===== src/rtl/spi_frame_tx.sv =====
// Buffered mode-0 SPI master transmitter for the DAC link.
// Sends one CSn-framed, MSB-first word per accepted write and holds one further word while a frame shifts.
module spi_frame_tx #(
  parameter int WIDTH    = 16,
  parameter int CLKDIV   = 2,
  parameter int CS_SETUP = 1,
  parameter int CS_HOLD  = 1,
  parameter int CS_IDLE  = 2
) (
  input  logic             clk,
  input  logic             resetn,
  input  logic             we,
  input  logic [WIDTH-1:0] tx,
  output logic             ready,
  output logic             running,
  output logic             done,
  output logic             overflow,
  output logic             SCL,
  output logic             MOSI,
  output logic             CSn
);

  localparam int MAX_AB = (CLKDIV > CS_SETUP) ? CLKDIV : CS_SETUP;
  localparam int MAX_CD = (CS_HOLD > CS_IDLE) ? CS_HOLD : CS_IDLE;
  localparam int MAXC   = (MAX_AB > MAX_CD) ? MAX_AB : MAX_CD;
  localparam int CW     = (MAXC > 1) ? $clog2(MAXC) : 1;
  localparam int BW     = $clog2(WIDTH);

  typedef enum logic [2:0] {IDLE, SETUP, SHIFT, HOLD, DESEL} state_t;

  state_t           state;
  logic [CW-1:0]    cnt;
  logic [BW-1:0]    bit_cnt;
  logic [WIDTH-2:0] shreg;
  logic [WIDTH-1:0] buf_q;
  logic             buf_full;

  logic             start_buf;
  logic             start_new;
  logic             load_buf;
  logic [WIDTH-1:0] start_word;

  assign ready = !buf_full;

  // A word buffered on the last DESEL edge is picked up from IDLE one cycle later.
  always_comb begin
    start_buf  = buf_full && ((state == IDLE) || ((state == DESEL) && (cnt == '0)));
    start_new  = we && !buf_full && (state == IDLE);
    load_buf   = we && !buf_full && (state != IDLE);
    start_word = start_buf ? buf_q : tx;
  end

  always_ff @(posedge clk) begin
    if (!resetn) begin
      state    <= IDLE;
      cnt      <= '0;
      bit_cnt  <= '0;
      shreg    <= '0;
      buf_q    <= '0;
      buf_full <= 1'b0;
      SCL      <= 1'b0;
      MOSI     <= 1'b0;
      CSn      <= 1'b1;
      running  <= 1'b0;
      done     <= 1'b0;
      overflow <= 1'b0;
    end else begin
      done     <= 1'b0;
      overflow <= we && buf_full;

      if (load_buf) begin
        buf_q    <= tx;
        buf_full <= 1'b1;
      end else if (start_buf) begin
        buf_full <= 1'b0;
      end

      if (start_buf || start_new) begin
        state   <= SETUP;
        shreg   <= start_word[WIDTH-2:0];
        MOSI    <= start_word[WIDTH-1];
        CSn     <= 1'b0;
        SCL     <= 1'b0;
        running <= 1'b1;
        cnt     <= CW'(CS_SETUP - 1);
      end else begin
        case (state)
          IDLE: ;
          SETUP: begin
            if (cnt != '0) begin
              cnt <= cnt - CW'(1);
            end else begin
              state   <= SHIFT;
              SCL     <= 1'b1;
              cnt     <= CW'(CLKDIV - 1);
              bit_cnt <= BW'(WIDTH - 1);
            end
          end
          SHIFT: begin
            if (cnt != '0) begin
              cnt <= cnt - CW'(1);
            end else if (SCL) begin
              SCL <= 1'b0;
              cnt <= CW'(CLKDIV - 1);
              // Next bit goes out on the falling edge; the LSB is held after the last fall.
              if (bit_cnt != '0) begin
                MOSI  <= shreg[WIDTH-2];
                shreg <= shreg << 1;
              end
            end else if (bit_cnt == '0) begin
              state <= HOLD;
              cnt   <= CW'(CS_HOLD - 1);
            end else begin
              bit_cnt <= bit_cnt - BW'(1);
              SCL     <= 1'b1;
              cnt     <= CW'(CLKDIV - 1);
            end
          end
          HOLD: begin
            if (cnt != '0) begin
              cnt <= cnt - CW'(1);
            end else begin
              state <= DESEL;
              CSn   <= 1'b1;
              done  <= 1'b1;
              cnt   <= CW'(CS_IDLE - 1);
            end
          end
          DESEL: begin
            if (cnt != '0) begin
              cnt <= cnt - CW'(1);
            end else begin
              state   <= IDLE;
              running <= 1'b0;
            end
          end
          default: state <= IDLE;
        endcase
      end
    end
  end

endmodule

===== config.mk =====
export PLATFORM = sky130hd
export DESIGN_NAME = spi_frame_tx
export DESIGN_NICKNAME = d
export VERILOG_FILES = /design/src/rtl/spi_frame_tx.sv
export SDC_FILE = /design/constraint.sdc
export NUM_CORES = 1
export LEC_CHECK = 0
export ABC_AREA = 1
export CAP_MARGIN = 25
export CORE_MARGIN = 2
export CORE_UTILIZATION = 45
export DETAILED_ROUTE_END_ITERATION = 10
export MAX_ROUTING_LAYER = met4
export PLACE_DENSITY = 0.66
export SYNTH_ARGS = -nofsm -noshare
export SYNTH_HDL_FRONTEND = slang
export SYNTH_SLANG_ARGS = --single-unit

===== constraint.sdc =====
create_clock -name clk -period 2.3 [get_ports clk]
set_clock_uncertainty 0.15 [all_clocks]
set_input_delay 0.46 -clock clk [delete_from_list [all_inputs] [get_ports clk]]
set_output_delay 0.46 -clock clk [all_outputs]
set_load 0.02 [all_outputs]

* Word level (Yosys, flattened, before mapping)
Index checks and enable logic that the tools add are counted.
** Word-level totals
- Flip-flop bits (word level) :: 46
- Bits of input ports :: 19
- Output and inout bits :: 7
- Word-level logic and storage cells :: 112
** Cells by class
- $add $sub $neg :: 2
- Equal/unequal tests :: 19
- Mux-type cells :: 42
- Bitwise gates (word level) :: 5
- Reduce and logical (&&, ||, !) cells :: 31
** Operators with widths (count)
- 15-bit two-way mux :: 5
- 1-bit two-way mux :: 22
- 3-bit two-way mux :: 6
- 16-bit two-way mux :: 1
- 4-bit two-way mux :: 4
- 3-bit != test (second input constant) :: 5
- 3-bit one-hot mux with 5 select lines :: 1
- 2-bit != test (second input constant) :: 7
- 7-bit AND reduction :: 2
- 2-bit nonzero test :: 7
- 4-bit one-hot mux with 2 select lines :: 1
- 3-bit by 2-bit equality test with 1-bit output (second input constant) :: 2
- 1-bit logical AND :: 6
- 6-bit AND reduction :: 1
- 3-bit nonzero test :: 2
- 1-bit NOT :: 5
- 4-bit zero test :: 1
- 2-bit by 1-bit != test with 1-bit output (second input constant) :: 2
- 2-bit AND reduction :: 2
- 4-bit AND reduction :: 1
- 4-bit nonzero test :: 1
- 2-bit OR reduction :: 2
- 4-bit by 1-bit subtractor with 4-bit output (second input constant) :: 1
- 3-bit by 1-bit equality test with 1-bit output (second input constant) :: 1
- other kinds (10) :: 11

* Logic depth before layout (Yosys ltp)
- Depth in word-level cells :: 7
- Depth in mapped cells :: 10

* Worst setup path after synthesis
No wires, ideal clock.
- Path type :: register -> register
- Start :: register bit_cnt[0]
- End :: register bit_cnt[1]
- Arrival time :: 1369 ps
- Setup slack :: 653 ps
- Stages on the path, launching flop included :: 9
- Period minus slack after synthesis :: 1647 ps
- Cells stage by stage :: dfxtp_1 inv_1 ha_1 nand2_1 nor2_1 o21ai_0 nand2_1 o21ai_0 nor2_1
** On the way
- Word-level cells in the longest chain between the ends :: 5
- Elaborated cells between the ends (all ways) :: 8
** RTL lines
- from (decl) :: RTL line 33 : logic [BW-1:0] bit_cnt;
- from (signal assigned) :: RTL line 96 : bit_cnt <= BW'(WIDTH - 1);
- from (signal assigned) :: RTL line 114 : bit_cnt <= bit_cnt - BW'(1);
- 4-bit by 1-bit subtractor with 4-bit output :: RTL line 114
- 4-bit two-way mux :: RTL line 110 : end else if (bit_cnt == '0) begin
- 4-bit two-way mux :: RTL line 102 : end else if (SCL) begin
- 4-bit two-way mux :: RTL line 100 : if (cnt != '0) begin
- 4-bit one-hot mux with 2 select lines :: RTL line 87 : case (state)
Parallel ways exist; a longest one is shown, timed or not. The select of a mux whose other input is x is not followed.
A chain may end at the register's enable or synchronous reset.

* Final worst setup path
- Start :: register SCL
- End :: output port SCL
** RTL lines
- from (decl) :: RTL line 18 : output logic SCL,
- from (signal assigned) :: RTL line 61 : SCL <= 1'b0;
- from (signal assigned) :: RTL line 83 : SCL <= 1'b0;
- from (signal assigned) :: RTL line 94 : SCL <= 1'b1;
No word-level cell between the ends.

==> impl_metrics.prom <==
# TYPE chip_impl_metric gauge
chip_impl_metric{name="synth_area_per_cell",unit="µm²"} 6.66
chip_impl_metric{name="dp_hpwl",unit="µm"} 3730
chip_impl_metric{name="postSynthNetCount",unit=""} 382
chip_impl_metric{name="max_fclk",unit="MHz"} 521
chip_impl_metric{name="nFillCells",unit=""} 550
chip_impl_metric{name="dpl_cell_area",unit="µm²"} 2700
chip_impl_metric{name="maxSlewHeadroom",unit=""} 0.563
chip_impl_metric{name="drc_errors",unit=""} 0
chip_impl_metric{name="postCtsHoldBufs",unit=""} 0
chip_impl_metric{name="clk-insertion-delay-late",unit="ns"} 0.30
chip_impl_metric{name="fin_nets",unit=""} 402
chip_impl_metric{name="finalSetupViolCount",unit=""} 0
chip_impl_metric{name="maxCapViolCount",unit=""} 0
chip_impl_metric{name="postRouteAntennaNets",unit=""} 0
chip_impl_metric{name="clock_path_buffers",unit=""} 2
chip_impl_metric{name="synth-xor-area-share",unit=""} 0
chip_impl_metric{name="groute.usage.overall",unit=""} 0.202
chip_impl_metric{name="drt-total-wl",unit="µm"} 5360
chip_impl_metric{name="worst_vdd_ir",unit="µV"} 295
chip_impl_metric{name="synth_simple_gate_area_frac",unit=""} 0.324
chip_impl_metric{name="cts_htree_levels",unit=""} 2
chip_impl_metric{name="final-max-slew-violation-count",unit=""} 0
chip_impl_info{name="cp-end-kind",value="output pin"} 1
chip_impl_metric{name="path_max_fanout",unit=""} 4
chip_impl_metric{name="first_global_vias",unit=""} 2102
chip_impl_metric{name="cts_setup_buffers",unit=""} 0
chip_impl_metric{name="ios",unit=""} 26
chip_impl_metric{name="ys.warnings.count",unit=""} 0
chip_impl_metric{name="drt-pass1-iter-count",unit=""} 4
chip_impl_metric{name="grt_first_pass_wirelength",unit="µm"} 9580
chip_impl_metric{name="fin_hold_ws",unit="ns"} 0.302
chip_impl_info{name="ctsRootBufferMaster",value="sky130_fd_sc_hd__clkbuf_8"} 1
chip_impl_info{name="synth_top_area_cell",value="sky130_fd_sc_hd__dfxtp_1"} 1
chip_impl_metric{name="max_stage_delay",unit="ns"} 0.62
chip_impl_metric{name="fp.coreArea",unit="µm²"} 5140
chip_impl_metric{name="floorplan.die_area",unit="µm²"} 5960
chip_impl_metric{name="maximum_number_of_pins_on_one_net_before_global_route_repair",unit=""} 35
chip_impl_metric{name="antenna_found_initial",unit=""} 0
chip_impl_metric{name="worst_ep_arrival_time",unit="ns"} 1.31
chip_impl_info{name="path_delay_family",value="buffers and inverters"} 1
chip_impl_metric{name="syn2layout_area_growth",unit="%"} 15.9
chip_impl_info{name="worstPathCellList",value="clkdlybuf4s50_1"} 1
chip_impl_metric{name="layoutNonFillerInstCount",unit=""} 453
chip_impl_info{name="worstHoldPathType",value="flop to flop"} 1
chip_impl_metric{name="layout_min_cycle_time",unit="ns"} 1.92
chip_impl_metric{name="ys_ff_latch",unit=""} 46
chip_impl_info{name="crit_slowest_cell",value="sky130_fd_sc_hd__clkdlybuf4s50_1"} 1
chip_impl_info{name="status",value="completed"} 1
chip_impl_metric{name="post_synthesis_instance_total",unit=""} 362
chip_impl_info{name="ys_top_cells_by_area",value="sky130_fd_sc_hd__dfxtp_1 (38%), sky130_fd_sc_hd__nand3_1 (12%), sky130_fd_sc_hd__nand2_1 (11%)"} 1
chip_impl_metric{name="synth-async-reset-ratio",unit=""} 0
chip_impl_info{name="cts_tree",value="built"} 1
chip_impl_metric{name="clk_pin_slew_worst_paths",unit="ns"} 0.08
chip_impl_info{name="post-synth-top-count-cell",value="sky130_fd_sc_hd__nand2_1"} 1
chip_impl_metric{name="start_util",unit=""} 0.469
chip_impl_metric{name="floorplan.rows",unit=""} 26
chip_impl_metric{name="met3WireLength",unit="µm"} 210
chip_impl_metric{name="vias_per_cell",unit=""} 5.08
chip_impl_metric{name="dp.cells",unit=""} 445
chip_impl_metric{name="post_cts_resize_count",unit=""} 0
chip_impl_info{name="worst_setup_path_start_kind",value="flop"} 1
chip_impl_metric{name="die_h",unit="µm"} 77.2
chip_impl_metric{name="post_synth_instance_area",unit="µm²"} 2410
chip_impl_metric{name="routed-via-count",unit=""} 2300
chip_impl_metric{name="tritoncts.num_buffers",unit=""} 5
chip_impl_metric{name="detail_route.wirelength.met1",unit="µm"} 2740
chip_impl_metric{name="wl_per_cell",unit="µm"} 11.8
chip_impl_metric{name="synth-compound-area-share",unit=""} 0.145
chip_impl_metric{name="net-switching-power",unit="W"} 0.000595
chip_impl_metric{name="ys_seq_area_frac",unit=""} 0.382
chip_impl_metric{name="post-synth-top-area-fraction",unit=""} 0.382
chip_impl_metric{name="grt_remaining_overflow",unit=""} 0
chip_impl_info{name="synth.top_cells.by_count",value="sky130_fd_sc_hd__nand2_1 (68), sky130_fd_sc_hd__inv_1 (61), sky130_fd_sc_hd__nand3_1 (56)"} 1
chip_impl_metric{name="leakage",unit="nW"} 1.21
chip_impl_metric{name="buffer_ports.inserted",unit=""} 25
chip_impl_metric{name="layout_worst_path_cycle_share",unit=""} 0.834
chip_impl_metric{name="worst_slew_pin_slew",unit="ns"} 0.655
chip_impl_metric{name="post-route-cell-area",unit="µm²"} 2790
chip_impl_metric{name="power.switching_fraction",unit=""} 0.315
chip_impl_metric{name="combinationalPowerShare",unit=""} 0.244
chip_impl_metric{name="synth_mux_area_frac",unit=""} 0
chip_impl_metric{name="seq_power_share",unit=""} 0.485
chip_impl_metric{name="cellInternalPower",unit="W"} 0.00130
chip_impl_info{name="rsz0062_at_grt",value="no"} 1
chip_impl_metric{name="synthAdderAreaFrac",unit=""} 0.00519
chip_impl_metric{name="antennaDiodeCount",unit=""} 0
chip_impl_metric{name="worstPathRequired",unit="ns"} 1.69
chip_impl_metric{name="power_density",unit="nW/µm²"} 677
chip_impl_metric{name="synth_cell_types",unit=""} 24
chip_impl_metric{name="finalHoldViolCount",unit=""} 0
chip_impl_metric{name="proportion_of_power_drawn_by_the_clock_network",unit=""} 0.271
chip_impl_info{name="top_layer_used",value="met4"} 1
chip_impl_metric{name="fp.dieW",unit="µm"} 77.2
chip_impl_metric{name="post_route_cells_drive_above_1_share",unit=""} 0.0731
chip_impl_metric{name="setup-tns-final",unit="ns"} 0
chip_impl_metric{name="path_buf_inv",unit=""} 1
chip_impl_metric{name="synth_edf_count",unit=""} 0
chip_impl_metric{name="clock-sinks",unit=""} 46
chip_impl_metric{name="first_iter_violations",unit=""} 185
chip_impl_info{name="yosys_most_used_dff",value="sky130_fd_sc_hd__dfxtp_1"} 1
chip_impl_metric{name="final_weighted_congestion_of_routability_driven_global_placement",unit=""} 0.837
chip_impl_info{name="largest_family_of_logic_cells_by_synthesized_area",value="simple AND/OR/NAND/NOR gates"} 1
chip_impl_info{name="timing_worst_setup_path_type",value="flop to output pin"} 1
chip_impl_metric{name="routed_met2_length",unit="µm"} 2360
## cell usage in the layout, fill, tap and decap left out, drive strengths merged
cell type / netlist / layout
clkdlybuf4s50: 0 / 25
nor2: 16 / 16
nand2: 69 / 69
clkbuf: 8 / 7
clkinv: 0 / 1
ha: 1 / 1
inv: 64 / 64
o21ai: 27 / 27
a21oi: 39 / 39
nor3: 3 / 3
nand3: 56 / 56
nor3b: 1 / 1
o21a: 1 / 1
dfxtp: 46 / 46
o31ai: 1 / 1
nand4: 18 / 18
buf: 12 / 8
## area by class of cell
| cell class | count | area (µm²) | share of cell area |
|---|---|---|---|
| sequential | 46 | 921 | 0.330 |
| multi-input combinational | 232 | 1140 | 0.409 |
| inverter | 64 | 240 | 0.0860 |
| timing repair buffer | 33 | 310 | 0.111 |
| tap | 70 | 87.6 | 0.0314 |
| clock inverter | 1 | 5.00 | 0.00179 |
| clock buffer | 7 | 86.3 | 0.0309 |
## sequential cells by signal, indices dropped and copies added (netlist names)
name / count
CSn: 1
MOSI: 1
SCL: 1
bit_cnt: 4
buf_full: 1
buf_q: 16
cnt: 1
done: 1
overflow: 1
running: 1
shreg: 15
state: 3
## power by group through the flow
stage	sequential, W	combinational [W]	clock, W
floorplan	0.000936	0.000338	0
global placement	0.000933	0.000455	0
detailed placement	0.000936	0.000462	0
CTS	0.000917	0.000463	0.000530
global route	0.000927	0.000527	0.000562
finish	0.000917	0.000461	0.000513
## cells by family after synthesis
| group | Yosys count |
|---|---|
| and+or+nand+nor | 163 |
| buffers and inverters | 84 |
| AOI/OAI and AO/OA | 68 |
| DFF | 46 |
| adders and majority gates | 1 |
## per-stage QoR
step                 util  power [W]  setup WS [ns]
floorplan               -    0.00127          0.653
global placement    0.526    0.00139          0.283
detailed placement  0.526    0.00140          0.281
CTS                 0.543    0.00191          0.358
global route        0.543    0.00202         0.0879
finish              0.543    0.00189          0.382
## layer usage
metal	vias to the layer above	global-route usage
li1	1210	-
met3	4	0.0424
met1	1043	0.268
met5	-	-
met2	43	0.312
met4	0	0.0536
## worst paths after layout
| kind | depth (start not counted) | slack, ns | end | from |
|---|---|---|---|---|
| worst min register to register | 2 | 0.30 | buf_q[0]$_SDFFE_PN0P_ | buf_q[0]$_SDFFE_PN0P_ |
| worst max-delay path | 1 | 0.38 | SCL | SCL$_SDFFE_PP0P_ |
| worst max register to register | 8 | 0.38 | bit_cnt[1]$_SDFFE_PN0P_ | bit_cnt[0]$_SDFFE_PN0P_ |
| worst min-delay path | 2 | 0.30 | buf_q[0]$_SDFFE_PN0P_ | buf_q[0]$_SDFFE_PN0P_ |
No activity file was read; power rests on OpenSTA's default activity.
